[config.mk]
export PLATFORM = sky130hd
export DESIGN_NAME = fetch_controller_flat
export DESIGN_NICKNAME = d
export VERILOG_FILES = /design/src/rtl/fetch_controller_pkg.sv /design/src/rtl/fetch_controller_if.sv /design/src/rtl/fetch_controller_fifo.sv /design/src/rtl/fetch_controller.sv /design/src/flat_wrapper.sv
export SDC_FILE = /design/constraint.sdc
export NUM_CORES = 1
export LEC_CHECK = 0
export BUFFER_PORTS_ARGS = -buffer_cell sky130_fd_sc_hd__clkbuf_2
export CORE_UTILIZATION = 54
export DETAILED_ROUTE_END_ITERATION = 6
export PLACE_DENSITY_LB_ADDON = 0.1
export SYNTH_ARGS = -nofsm -noshare
export SYNTH_HDL_FRONTEND = slang
export SYNTH_SLANG_ARGS = --single-unit
[constraint.sdc]
create_clock -name clk -period 2.7 [get_ports clk]
set_input_delay 0.135 -clock clk [delete_from_list [all_inputs] [get_ports clk]]
set_output_delay 0.135 -clock clk [all_outputs]
set_load 0.05 [all_outputs]
[src/rtl/fetch_controller_pkg.sv]
// fetch_controller_pkg: shared state encoding, FIFO entry type and FIFO sizing for the fetch path
package fetch_controller_pkg;
   typedef enum logic [1:0] {S_IDLE, S_FETCH, S_HALT} state_t;
   typedef struct packed {
      logic [31:0] pc;
      logic [31:0] instr;
   } entry_t;
   localparam int FIFO_DEPTH = 2;
   localparam int CNT_W = $clog2(FIFO_DEPTH + 1);
   localparam int IDX_W = $clog2(FIFO_DEPTH);
endpackage

[src/rtl/fetch_controller_if.sv]
// fetch_controller_if: imem, branch and output-handshake signals of the fetch controller
// master: controller side (drives imem_addr, out_*, halted); slave: environment side
interface fetch_controller_if;
   logic        enable;
   logic [31:0] imem_addr;
   logic [31:0] imem_instr;
   logic        branch_taken;
   logic [31:0] branch_target;
   logic        out_valid;
   logic        out_ready;
   logic [31:0] out_instr;
   logic [31:0] out_pc;
   logic        halted;
   modport master (input enable, imem_instr, branch_taken, branch_target, out_ready,
                   output imem_addr, out_valid, out_instr, out_pc, halted);
   modport slave (output enable, imem_instr, branch_taken, branch_target, out_ready,
                  input imem_addr, out_valid, out_instr, out_pc, halted);
endinterface

[src/rtl/fetch_controller_fifo.sv]
// fetch_fifo: shift-style {pc, instr} buffer with push/pop/flush; head is always entry 0
// ports: clk, rst (async active-low), push, pop, flush, din, head, count
module fetch_fifo
   import fetch_controller_pkg::*;
(
   input  logic             clk,
   input  logic             rst,
   input  logic             push,
   input  logic             pop,
   input  logic             flush,
   input  entry_t           din,
   output entry_t           head,
   output logic [CNT_W-1:0] count
);
   entry_t mem [FIFO_DEPTH];
   logic [CNT_W-1:0] wi;
   // a same-cycle pop shifts everything down one slot, so the write lands one lower
   assign wi = count - CNT_W'(pop);
   assign head = mem[0];
   always_ff @(posedge clk or negedge rst) begin
      if (!rst) begin
         count <= '0;
         for (int i = 0; i < FIFO_DEPTH; i++) mem[i] <= '0;
      end else if (flush) begin
         count <= '0;
      end else begin
         count <= count + CNT_W'(push) - CNT_W'(pop);
         if (pop) for (int i = 0; i < FIFO_DEPTH - 1; i++) mem[i] <= mem[i+1];
         if (push) mem[wi[IDX_W-1:0]] <= din;
      end
   end
endmodule

[src/rtl/fetch_controller.sv]
// fetch_controller: IDLE/FETCH/HALT sequencer that streams imem words into a 2-entry output buffer
// ports: clk, rst (async active-low), bus (fetch_controller_if.master: enable, imem_*, branch_*, out_*, halted)
module fetch_controller
   import fetch_controller_pkg::*;
#(
   parameter logic [31:0] RESET_PC   = 32'h0000_0000,
   parameter int          IMEM_WORDS = 7
)(
   input logic                clk,
   input logic                rst,
   fetch_controller_if.master bus
);
   state_t           state, state_nxt;
   logic [31:0]      pc, pc_nxt;
   logic [CNT_W-1:0] count;
   logic             in_range, flush, pop, push;
   entry_t           head;
   assign in_range = (pc >> 2) < 32'(IMEM_WORDS);
   // a redirect outranks both pop and fetch; it is meaningless while idle
   assign flush = bus.branch_taken && state != S_IDLE;
   assign pop   = bus.out_valid && bus.out_ready && !flush;
   assign push  = state == S_FETCH && in_range && !bus.branch_taken &&
                  (count < CNT_W'(FIFO_DEPTH) || pop);
   always_ff @(posedge clk or negedge rst) begin
      if (!rst) begin
         state <= S_IDLE;
         pc    <= RESET_PC;
      end else begin
         state <= state_nxt;
         pc    <= pc_nxt;
      end
   end
   always_comb begin
      state_nxt = state;
      pc_nxt    = push ? pc + 32'd4 : pc;
      case (state)
         S_IDLE:  state_nxt = bus.enable ? S_FETCH : S_IDLE;
         S_FETCH: state_nxt = in_range ? S_FETCH : S_HALT;
         default: state_nxt = state;
      endcase
      if (flush) begin
         state_nxt = S_FETCH;
         pc_nxt    = {bus.branch_target[31:2], 2'b00};
      end
   end
   fetch_fifo u_fifo (
      .clk   (clk),
      .rst   (rst),
      .push  (push),
      .pop   (pop),
      .flush (flush),
      .din   ('{pc: pc, instr: bus.imem_instr}),
      .head  (head),
      .count (count)
   );
   assign bus.imem_addr = pc;
   assign bus.out_valid = count != '0;
   assign bus.out_pc    = head.pc;
   assign bus.out_instr = head.instr;
   assign bus.halted    = state == S_HALT && count == '0;
endmodule

[src/flat_wrapper.sv]
// flat-port wrapper written by rule: the top's interface ports become plain ports
module fetch_controller_flat import fetch_controller_pkg::*;
#(
   parameter logic [31:0] RESET_PC   = 32'h0000_0000,
   parameter int          IMEM_WORDS = 7
)
  (clk, rst, bus_enable, bus_imem_instr, bus_branch_taken, bus_branch_target, bus_out_ready, bus_imem_addr, bus_out_valid, bus_out_instr, bus_out_pc, bus_halted);
  fetch_controller_if bus_i ();
  input logic clk;
  input logic rst;
  input wire logic [$bits(bus_i.enable)-1:0] bus_enable;
  input wire logic [$bits(bus_i.imem_instr)-1:0] bus_imem_instr;
  input wire logic [$bits(bus_i.branch_taken)-1:0] bus_branch_taken;
  input wire logic [$bits(bus_i.branch_target)-1:0] bus_branch_target;
  input wire logic [$bits(bus_i.out_ready)-1:0] bus_out_ready;
  output wire logic [$bits(bus_i.imem_addr)-1:0] bus_imem_addr;
  output wire logic [$bits(bus_i.out_valid)-1:0] bus_out_valid;
  output wire logic [$bits(bus_i.out_instr)-1:0] bus_out_instr;
  output wire logic [$bits(bus_i.out_pc)-1:0] bus_out_pc;
  output wire logic [$bits(bus_i.halted)-1:0] bus_halted;
  assign bus_i.enable = bus_enable;
  assign bus_i.imem_instr = bus_imem_instr;
  assign bus_i.branch_taken = bus_branch_taken;
  assign bus_i.branch_target = bus_branch_target;
  assign bus_i.out_ready = bus_out_ready;
  assign bus_imem_addr = bus_i.imem_addr;
  assign bus_out_valid = bus_i.out_valid;
  assign bus_out_instr = bus_i.out_instr;
  assign bus_out_pc = bus_i.out_pc;
  assign bus_halted = bus_i.halted;
  fetch_controller #(.RESET_PC(RESET_PC), .IMEM_WORDS(IMEM_WORDS)) u_core (.clk(clk), .rst(rst), .bus(bus_i));
endmodule
* Yosys cells after proc, flatten, opt, wreduce, memory -nomap -nowiden
Index checks and enable logic that the tools add are counted.
** Cells by class
- Add/sub/neg operators :: 4
- Multiply operators :: 0
- Div/mod/pow operators :: 0
- Magnitude comparators :: 4
- Equality and inequality tests :: 2
- Shift operators :: 0
- Muxes and demuxes :: 13
- Bitwise logic cells :: 2
- Reductions and logical operators :: 18
** Operators by type and width (count)
- 64-bit two-way mux :: 3
- 128-bit bitwise mux :: 1
- 128-bit two-way mux :: 1
- 64-bit demux with 1-bit select :: 1
- 32-bit two-way mux :: 2
- 32-bit by 3-bit adder with 32-bit output, second input constant :: 1
- 30-bit by 3-bit < comparator with 1-bit output, second input constant :: 1
- 1-bit logical AND :: 8
- 2-bit two-way mux :: 3
- 2-bit nonzero test :: 3
- 2-bit zero test :: 2
- 2-bit one-hot mux with 2 select lines :: 1
- 3-bit nonzero test :: 1
- 2-bit by 1-bit adder with 2-bit output :: 1
- 2-bit by 1-bit equality test with 1-bit output, second input constant :: 1
- 2-bit equality test, second input constant :: 1
- 2-bit greater-or-equal comparator, second input constant :: 1
- 1-bit zero test :: 2
- 2-bit by 1-bit < comparator with 1-bit output, second input constant :: 1
- 2-bit < comparator, second input constant :: 1
- 1-bit NOT with 2-bit output :: 1
- 2-bit AND reduction :: 1
- 2-bit by 1-bit subtractor with 2-bit output :: 1
- 1-bit logical OR :: 1
- 3 further kinds :: 3
** Word-level totals
- Register bits :: 164
- Bits in latches :: 0
- Memory bits (writable) :: 0
- Bits in read-only memories :: 0
- Logic and storage cells :: 50
- Memories kept :: 0

* Depth between registers and ports, before layout
Gate-level depths: netlist (run 1).
- Depth in word-level cells :: 12
- Gate-level depth with buffers :: 11
- Depth with buffers taken out :: 11

* By module
A second synthesis (run 1) with hierarchy kept.
** Second synthesis, totals
- Cells, all modules :: 593
- Area, all modules :: 7200.7 sq um
** By module, submodules not included
- fetch_fifo :: times used 1, cells each 434, area an instance 5810.6 sq um
- fetch_controller :: times used 1, cells each 159, area an instance 1390.1 sq um

* Worst setup path before layout (run 1)
No wires, ideal clock.
- Path kind :: register to register
- From :: reg u_core.u_fifo.count[1]
- To :: reg u_core.u_fifo.count[1]
- Setup time :: 0.132 ns
- Arrival :: 2.419 ns
- Path slack :: 0.149 ns
- Stages on the path, launching flop included :: 12
- Path buffers :: 2
- Period minus slack after synthesis :: 2.551 ns
- Cells stage by stage :: dfrtp_1 -> or2_1 -> nand3_1 -> inv_2 -> buf_2 -> buf_2 -> ha_1 -> inv_1 -> ha_1 -> xor2_1 -> xnor2_1 -> nor2_1
** On the way
- Longest elaborated chain between the ends :: 8
** Ends and longest elaborated chain
- start, declared :: line fetch_controller_fifo.sv:13 : output logic [CNT_W-1:0] count
- start signal, assigned :: line fetch_controller_fifo.sv:27 : count <= count + CNT_W'(push) - CNT_W'(pop);
- 2-bit nonzero test (*) :: line fetch_controller.sv:57 : assign bus.out_valid = count != '0;
- net bus_out_valid :: line flat_wrapper.sv:17 : output wire logic [$bits(bus_i.out_valid)-1:0] bus_out_valid;
- 1-bit logical AND (*) (2 in a row) :: line fetch_controller.sv:21 : assign pop = bus.out_valid && bus.out_ready && !flush;
- 1-bit logical OR :: line fetch_controller.sv:23 : (count < CNT_W'(FIFO_DEPTH) || pop);
- 1-bit logical AND :: line fetch_controller.sv:22 : assign push = state == S_FETCH && in_range && !bus.branch_taken &&
- 2-bit by 1-bit adder with 2-bit output :: line fetch_controller_fifo.sv:27
- 2-bit by 1-bit subtractor with 2-bit output (*) :: line fetch_controller_fifo.sv:27
- 2-bit two-way mux (*) :: line fetch_controller_fifo.sv:24 : end else if (flush) begin
The timed path passes the listed nets; every way through them passes the cells marked *.
A chain may end at the register's enable or synchronous reset.

* Worst setup path in the final report (run 1)
- From :: reg u_core.pc[27] (netlist: u_core.bus.imem_addr[27])
- To :: reg u_core.u_fifo.mem, in the netlist u_core.u_fifo.head[58]
** On the way
- Longest elaborated chain between the ends :: 5
** Ends and longest elaborated chain
- start, declared :: line fetch_controller.sv:14 : logic [31:0] pc, pc_nxt;
- start signal, assigned :: line fetch_controller.sv:30 : pc <= pc_nxt;
- 30-bit by 3-bit < comparator with 1-bit output :: line fetch_controller.sv:18 : assign in_range = (pc >> 2) < 32'(IMEM_WORDS);
- 1-bit logical AND (3 in a row) :: line fetch_controller.sv:22
- 128-bit two-way mux :: line fetch_controller_fifo.sv:29 : if (push) mem[wi[IDX_W-1:0]] <= din;
- end signal, assigned by index :: line fetch_controller_fifo.sv:29
- end, declared :: line fetch_controller_fifo.sv:15 : entry_t mem [FIFO_DEPTH];
Every way passes these cells.

==> run_results.csv, run 1 <==
group,metric,value,unit
status,status,"finished, final reports clean",
timing,tightest_slew,771.8,ps
timing,fin_tns_setup,0,ps
global_routing,antenna_found_initial,0,
drt,dr.pass1.iters,4,
critical_path,worstSetupStartpoint,"u_core.bus.imem_addr[27]$_DFFE_PN0P_",
synthesis,mappedNetlistArea,7164,um^2
placement,port_buffers,162,
power,p_int,4.547,mW
clock_tree,cts-root-buf,"clkbuf_16",
hold_path,min_path_type,"in -> reg",
drt,drt_wl_total,15390,um
clock_tree,post_cts_resized,0,
floorplanning,die_h,117.2,um
floorplanning,start_util,0.5609,
critical_path,reg2reg_setup_slack,200,ps
placement,globalplace.congestion,0.7211,
clock_tree,cts_tree,"done",
finish,area_growth,23.73,%
clock_tree,cts_buffer_depth,2,
placement,place_hpwl,9517,um
synthesis,synth.avg_cell_area,10.84,um^2
drt,drtIter0Drc,245,
synthesis,synth_edf_count,0,
synthesis,yosysSeqAreaShare,0.5589,
synthesis,synth_cells,661,
power,combPwrFrac,0.282,
critical_path,crit_end,"u_core.u_fifo.head[58]$_DFFE_PN0N_",
clock_tree,cts_sinks,160,
synthesis,ys_async_sr_fraction,1.000,
timing,clock-skew-final,6.944,ps
power,p_sw,2.663,mW
finish,num_antenna_cells,0,
clock_tree,clkLatencyLatePin,420,ps
critical_path,worstPathArrival,2810,ps
power,ir_drop,661.9,uV
timing,rsz0062_at_grt,"false",
synthesis,yosysMostFrequentCell,"dfrtp_1",
timing,max_slew_margin,0.4835,
finish,nFillCells,961,
job,cap_violations,0,
global_routing,grt_pass1_vias,5104,
power,switching_share,0.3693,
timing,finalHoldViolCount,0,
global_routing,grt_pass1_wl,24980,um
synthesis,yosys.cell_types.count,45,
synthesis,synth_top_area_cell,"dfrtp_1",
synthesis,ys_warn_count,0,
floorplanning,ios,167,
critical_path,path_class,"reg -> reg",
floorplanning,row_count,41,
global_routing,grt_max_degree,83,
drt,drcViolationCount,0,
synthesis,yosys_most_used_dff,"dfrtp_1",
finish,layout-drive-gt1-share,0.3041,
finish,fin_nets,891,
drt,viasPerCell,5.122,
placement,dp.cells,908,
clock_tree,htreeDepth,4,
drt,wl_per_cell,15.32,um
drt,detail-route-antenna-nets,0,
floorplanning,coreArea,12770,um^2
timing,fin_crit_sh,0.9277,
timing,finalSetupViolations,0,
critical_path,rr_endpoint,"u_core.u_fifo.head[58]$_DFFE_PN0N_",
power,power.leakage,4.974,nW
critical_path,required,3000,ps
floorplanning,die_w,117.2,um
clock_tree,cts_buffers,17,
critical_path,r2r_start,"u_core.bus.imem_addr[27]$_DFFE_PN0P_",
global_routing,grt_usage,0.2403,
drt,vias,5142,
power,pwr-share-seq,0.403,
timing,period_needed,2505,ps
floorplanning,dieArea,13730,um^2
synthesis,yosys-top-cells-area,"dfrtp_1, nand2_1, buf_4, mux2_2, a211o_1",
synthesis,ys_ff_latch,160,
finish,finish.cell_count_without_fillers,1004,
critical_path,startpoint_type,"register",
synthesis,synth_top_area_frac,0.5589,
critical_path,endpoint_kind,"register",
critical_path,crit_fanout,25,
global_routing,globalRouteOverflowTotal,0,
synthesis,synth_common_cells,"dfrtp_1, nand2_1, buf_4",
timing,slew_violations,0,
power,power_density,813.3,nW/um^2
power,clkPwrFrac,0.315,
clock_tree,path_clk_slew,60,ps
timing,fmax,399.2,MHz
critical_path,rr_worst_depth,6,
flip-flops by register name, indices dropped and copies added (netlist names):
signal and count:
u_core.bus.imem_addr 30, u_core.u_fifo.mem 62, u_core.u_fifo.head 64, u_core.state 2, u_core.u_fifo.count 2
repair_timing:
action / in CTS / in global routing
hold endpoints to repair: 143 / 0
hold buffers: 64 / 0
buffers inserted: 0 / 0
placed cells by master, fill, tap and decap left out, drive strengths merged, types with 2 or more instances in the layout:
master / Yosys / layout
clkbuf: 21 / 183
and3: 26 / 26
nor4: 8 / 8
buf: 82 / 16
mux2: 35 / 35
clkinv: 0 / 8
nor2: 41 / 41
a21oi: 19 / 19
dfrtp: 160 / 160
dlygate4sd3: 0 / 64
o21ai: 7 / 7
a221oi: 9 / 9
conb: 1 / 2
and2: 4 / 4
a211o: 26 / 26
nor3: 12 / 12
nand2: 137 / 137
a22o: 12 / 12
xnor2: 2 / 2
nand3: 2 / 2
ha: 3 / 3
nor2b: 29 / 29
nand4: 2 / 2
inv: 13 / 13
layer usage:
metal / GRT usage / vias to the layer above / wire [um]
met5: 0 / - / 0
met1: 0.3065 / 2513 / 6809
met4: 0.08354 / 0 / 175
met2: 0.4039 / 146 / 7679
li1: - / 2465 / -
met3: 0.05510 / 18 / 722
power groups by stage:
stage	sequential, mW	combinational, mW	clock (mW)
after floorplan	3.42	1.06	0
after global placement	2.93	1.94	0
after detailed placement	2.95	1.96	0
after CTS	2.90	2.04	2.31
after global routing	2.94	2.18	2.42
final	2.91	2.03	2.27
worst max-delay path, stage by stage, from the launching register on:
cell and delay [ps]:
dfrtp_1 400, nor4_1 380, nand4_2 320, nor4b_4 390, buf_4 350, nor2_1 250, a22o_1 290
through the flow:
step	setup WS (ps)	instance area, um^2	hold slack (ps)	util	power [mW]
floorplan	149.3	7168	-160.6	-	4.482
global placement	316.3	7655	231.5	0.5993	4.867
CTS	199.9	8865	11.27	0.6940	7.250
finish	195.1	8865	27.36	0.6940	7.209
detailed placement	205.6	7655	233.7	0.5993	4.912
global route	100.5	8865	75.76	0.6940	7.536
cells by family (layout without fill, tap and decap cells):
group | Yosys count | in the layout | synth area share
compound gates | 77 | 77 | 0.08697
xor+xnor | 3 | 3 | 0.003668
fa+ha+maj | 3 | 3 | 0.005240
buf+inv | 116 | 286 | 0.1043
flops | 160 | 160 | 0.5589
mux | 36 | 36 | 0.05641
other cells | 1 | 2 | 0.0005234
simple gates | 265 | 265 | 0.1841
worst min path at each step:
stage / start / to / slack [ps] / cells after the start
6_report: bus_enable / u_core.state[0]$_DFFE_PN0P_ / 30 / 3
3_3_place_gp: rst / u_core.u_fifo.head[32]$_DFFE_PN0N_ / 230 / 1
5_1_grt: bus_enable / u_core.state[0]$_DFFE_PN0P_ / 80 / 3
4_1_cts: bus_enable / u_core.state[0]$_DFFE_PN0P_ / 10 / 3
3_5_place_dp: rst / u_core.u_fifo.head[32]$_DFFE_PN0N_ / 230 / 1
2_1_floorplan: rst / u_core.bus.imem_addr[10]$_DFFE_PN0P_ / -160 / 0
cell type report:
type                       count  area, um^2  share of cell area
sequential                   160        4004              0.4517
tap                          172       215.2             0.02428
timing repair buffer         241        1595              0.1800
inverter                      13       48.80            0.005505
clock inverter                10       85.08            0.009598
clock buffer                  22       484.2             0.05462
multi-input combinational    386        2432              0.2744
No activity file was read; power rests on OpenSTA's default activity.
==> inputs of run 2 (changes only) <==
--- a/config.mk
+++ b/config.mk
@@ -8,7 +8,7 @@
 export BUFFER_PORTS_ARGS = -buffer_cell sky130_fd_sc_hd__clkbuf_2
 export CORE_UTILIZATION = 54
 export DETAILED_ROUTE_END_ITERATION = 6
-export PLACE_DENSITY_LB_ADDON = 0.1
+export PLACE_DENSITY = 0.87
 export SYNTH_ARGS = -nofsm -noshare
 export SYNTH_HDL_FRONTEND = slang
 export SYNTH_SLANG_ARGS = --single-unit
==> run 2 against run 1 <==
  * First-iteration DRC count is 30% higher
  * Design area up 0.37%
  * Sequential cell count unchanged
  * Register-to-register slack improved by 80 ps
  * Clock-buffer cell count decreased by 2
  * Critical path depth stayed put
  * Largest power group unchanged
  * Non-clock buffer count unchanged
  * Fmax up 3.3%
  * Sequential power hardly changed
==> run_results.csv, run 2 (synthesis gave the netlist of run 1 again) <==
group,metric,value,unit
timing,fin_tns_setup,0,ps
finish,largest_register_ff_count,64,
timing,fin_crit_sh,0.8981,
timing,clock-skew-final,6.288,ps
status,status,"finished, final reports clean",
hold_path,min_path_type,"in -> reg",
floorplanning,coreArea,12770,um^2
timing,period_needed,2425,ps
floorplanning,row_count,41,
drt,detail-route-antenna-nets,0,
finish,design_area,8897,um^2
floorplanning,die_h,117.2,um
clock_tree,path_clk_slew,60,ps
clock_tree,cts_tree,"done",
finish,nFillCells,922,
drt,viasPerCell,5.275,
timing,worst_slack,275.1,ps
clock_tree,post_cts_buffers,0,
power,power.leakage,4.980,nW
critical_path,startpoint_type,"register",
drt,vias,5291,
timing,finalSetupViolations,0,
timing,tightest_slew,808.8,ps
finish,fin_nets,891,
finish,multi_input_area,2439,um^2
clock_tree,cts_buffers,17,
placement,post_dp_cell_area,7680,um^2
timing,slew_violations,0,
job,cap_violations,0,
drt,drt_wl_total,16410,um
drt,dr.pass1.iters,4,
floorplanning,die_w,117.2,um
global_routing,grt_pass1_vias,5247,
timing,whs,37.24,ps
timing,fmax,412.4,MHz
power,power_density,821.6,nW/um^2
finish,ff_latch_area,4004,um^2
critical_path,crit_fanout,36,
floorplanning,start_util,0.5609,
clock_tree,htreeDepth,4,
finish,num_antenna_cells,0,
critical_path,endpoint_kind,"register",
power,ir_drop,692.4,uV
drt,drtIter0Drc,319,
critical_path,worstPathArrival,2730,ps
critical_path,required,3000,ps
placement,place_hpwl,9472,um
global_routing,grt_pass1_wl,26180,um
finish,layout_common_cells,"clkbuf_2, dfrtp_1, nand2_1",
floorplanning,dieArea,13730,um^2
clock_tree,cts_buffer_depth,2,
finish,area_growth,24.19,%
global_routing,grt_max_degree,77,
floorplanning,ios,167,
global_routing,globalRouteOverflowTotal,0,
placement,place_worst_setup_slack,342.1,ps
clock_tree,cts_sinks,160,
clock_tree,clkLatencyLatePin,420,ps
timing,max_slew_margin,0.4588,
global_routing,grt_usage,0.2558,
clock_tree,cts-root-buf,"clkbuf_16",
timing,rsz0062_at_grt,"false",
placement,port_buffers,162,
drt,drcViolationCount,0,
critical_path,path_class,"reg -> reg",
finish,final_common_cell,"clkbuf_2",
drt,wl_per_cell,16.36,um
placement,globalplace.congestion,0.7473,
global_routing,antenna_found_initial,0,
power,power.total,7.310,mW
timing,finalHoldViolCount,0,
finish,layout-drive-gt1-share,0.3045,
-- run 2: metrics by stage --
stage                     cells    util
after floorplan             662       -
after global placement      908  0.6012
after detailed placement    908  0.6012
after CTS                  1003  0.6961
after global routing       1003  0.6965
final                      1003  0.6965
-- run 2: area by class of cell --
type,count,share of cell area
Clock buffer,20,0.05133
Clock inverter,11,0.01280
Inverter,13,0.005484
Multi-Input combinational cell,386,0.2741
Sequential cell,160,0.4500
Tap cell,172,0.02419
Timing Repair Buffer,241,0.1821
-- run 2: repair_timing --
action / in CTS / in global routing
setup endpoints to repair: 0 / 3
hold endpoints to repair: 116 / 0
resized for setup: 0 / 1
hold buffers: 64 / 0
-- run 2: where the power goes --
group | internal (mW) | total (mW) | switching [mW]
Clock | 1.40 | 2.33 | 0.934
Sequential | 2.65 | 2.92 | 0.268
Combinational | 0.546 | 2.06 | 1.52
Total | 4.59 | 7.31 | 2.72
-- run 2: worst paths after layout --
check,startpoint,endpoint,slack (ps),depth (start not counted)
setup / recovery,u_core.bus.imem_addr[8]$_DFFE_PN0P_,u_core.u_fifo.head[30]$_DFFE_PN0N_,280,6
hold / removal,bus_enable,u_core.state[0]$_DFFE_PN0P_,40,3
setup reg to reg,u_core.bus.imem_addr[8]$_DFFE_PN0P_,u_core.u_fifo.head[30]$_DFFE_PN0N_,280,6
hold reg to reg,u_core.u_fifo.head[9]$_DFFE_PN0N_,u_core.u_fifo.head[9]$_DFFE_PN0N_,490,1
max in group asynchronous,rst,u_core.bus.imem_addr[20]$_DFFE_PN0P_,1650,3
min in group asynchronous,rst,u_core.u_fifo.head[33]$_DFFE_PN0N_,230,2
-- run 2: worst max-delay path, stage by stage, from the launching register on --
cell     delay [ps]
dfrtp_1         410
nor4_2          410
nand4_2         300
nor4b_4         370
buf_4           390
nor2_1          110
a211o_1         290
-- run 2: per-layer routing --
metal / track usage / vias to the layer above / wire [um]
met5: 0 / - / 0
met4: 0.1266 / 0 / 432
met3: 0.04995 / 35 / 766
met2: 0.4263 / 176 / 8384
met1: 0.3203 / 2627 / 6823
li1: - / 2453 / -
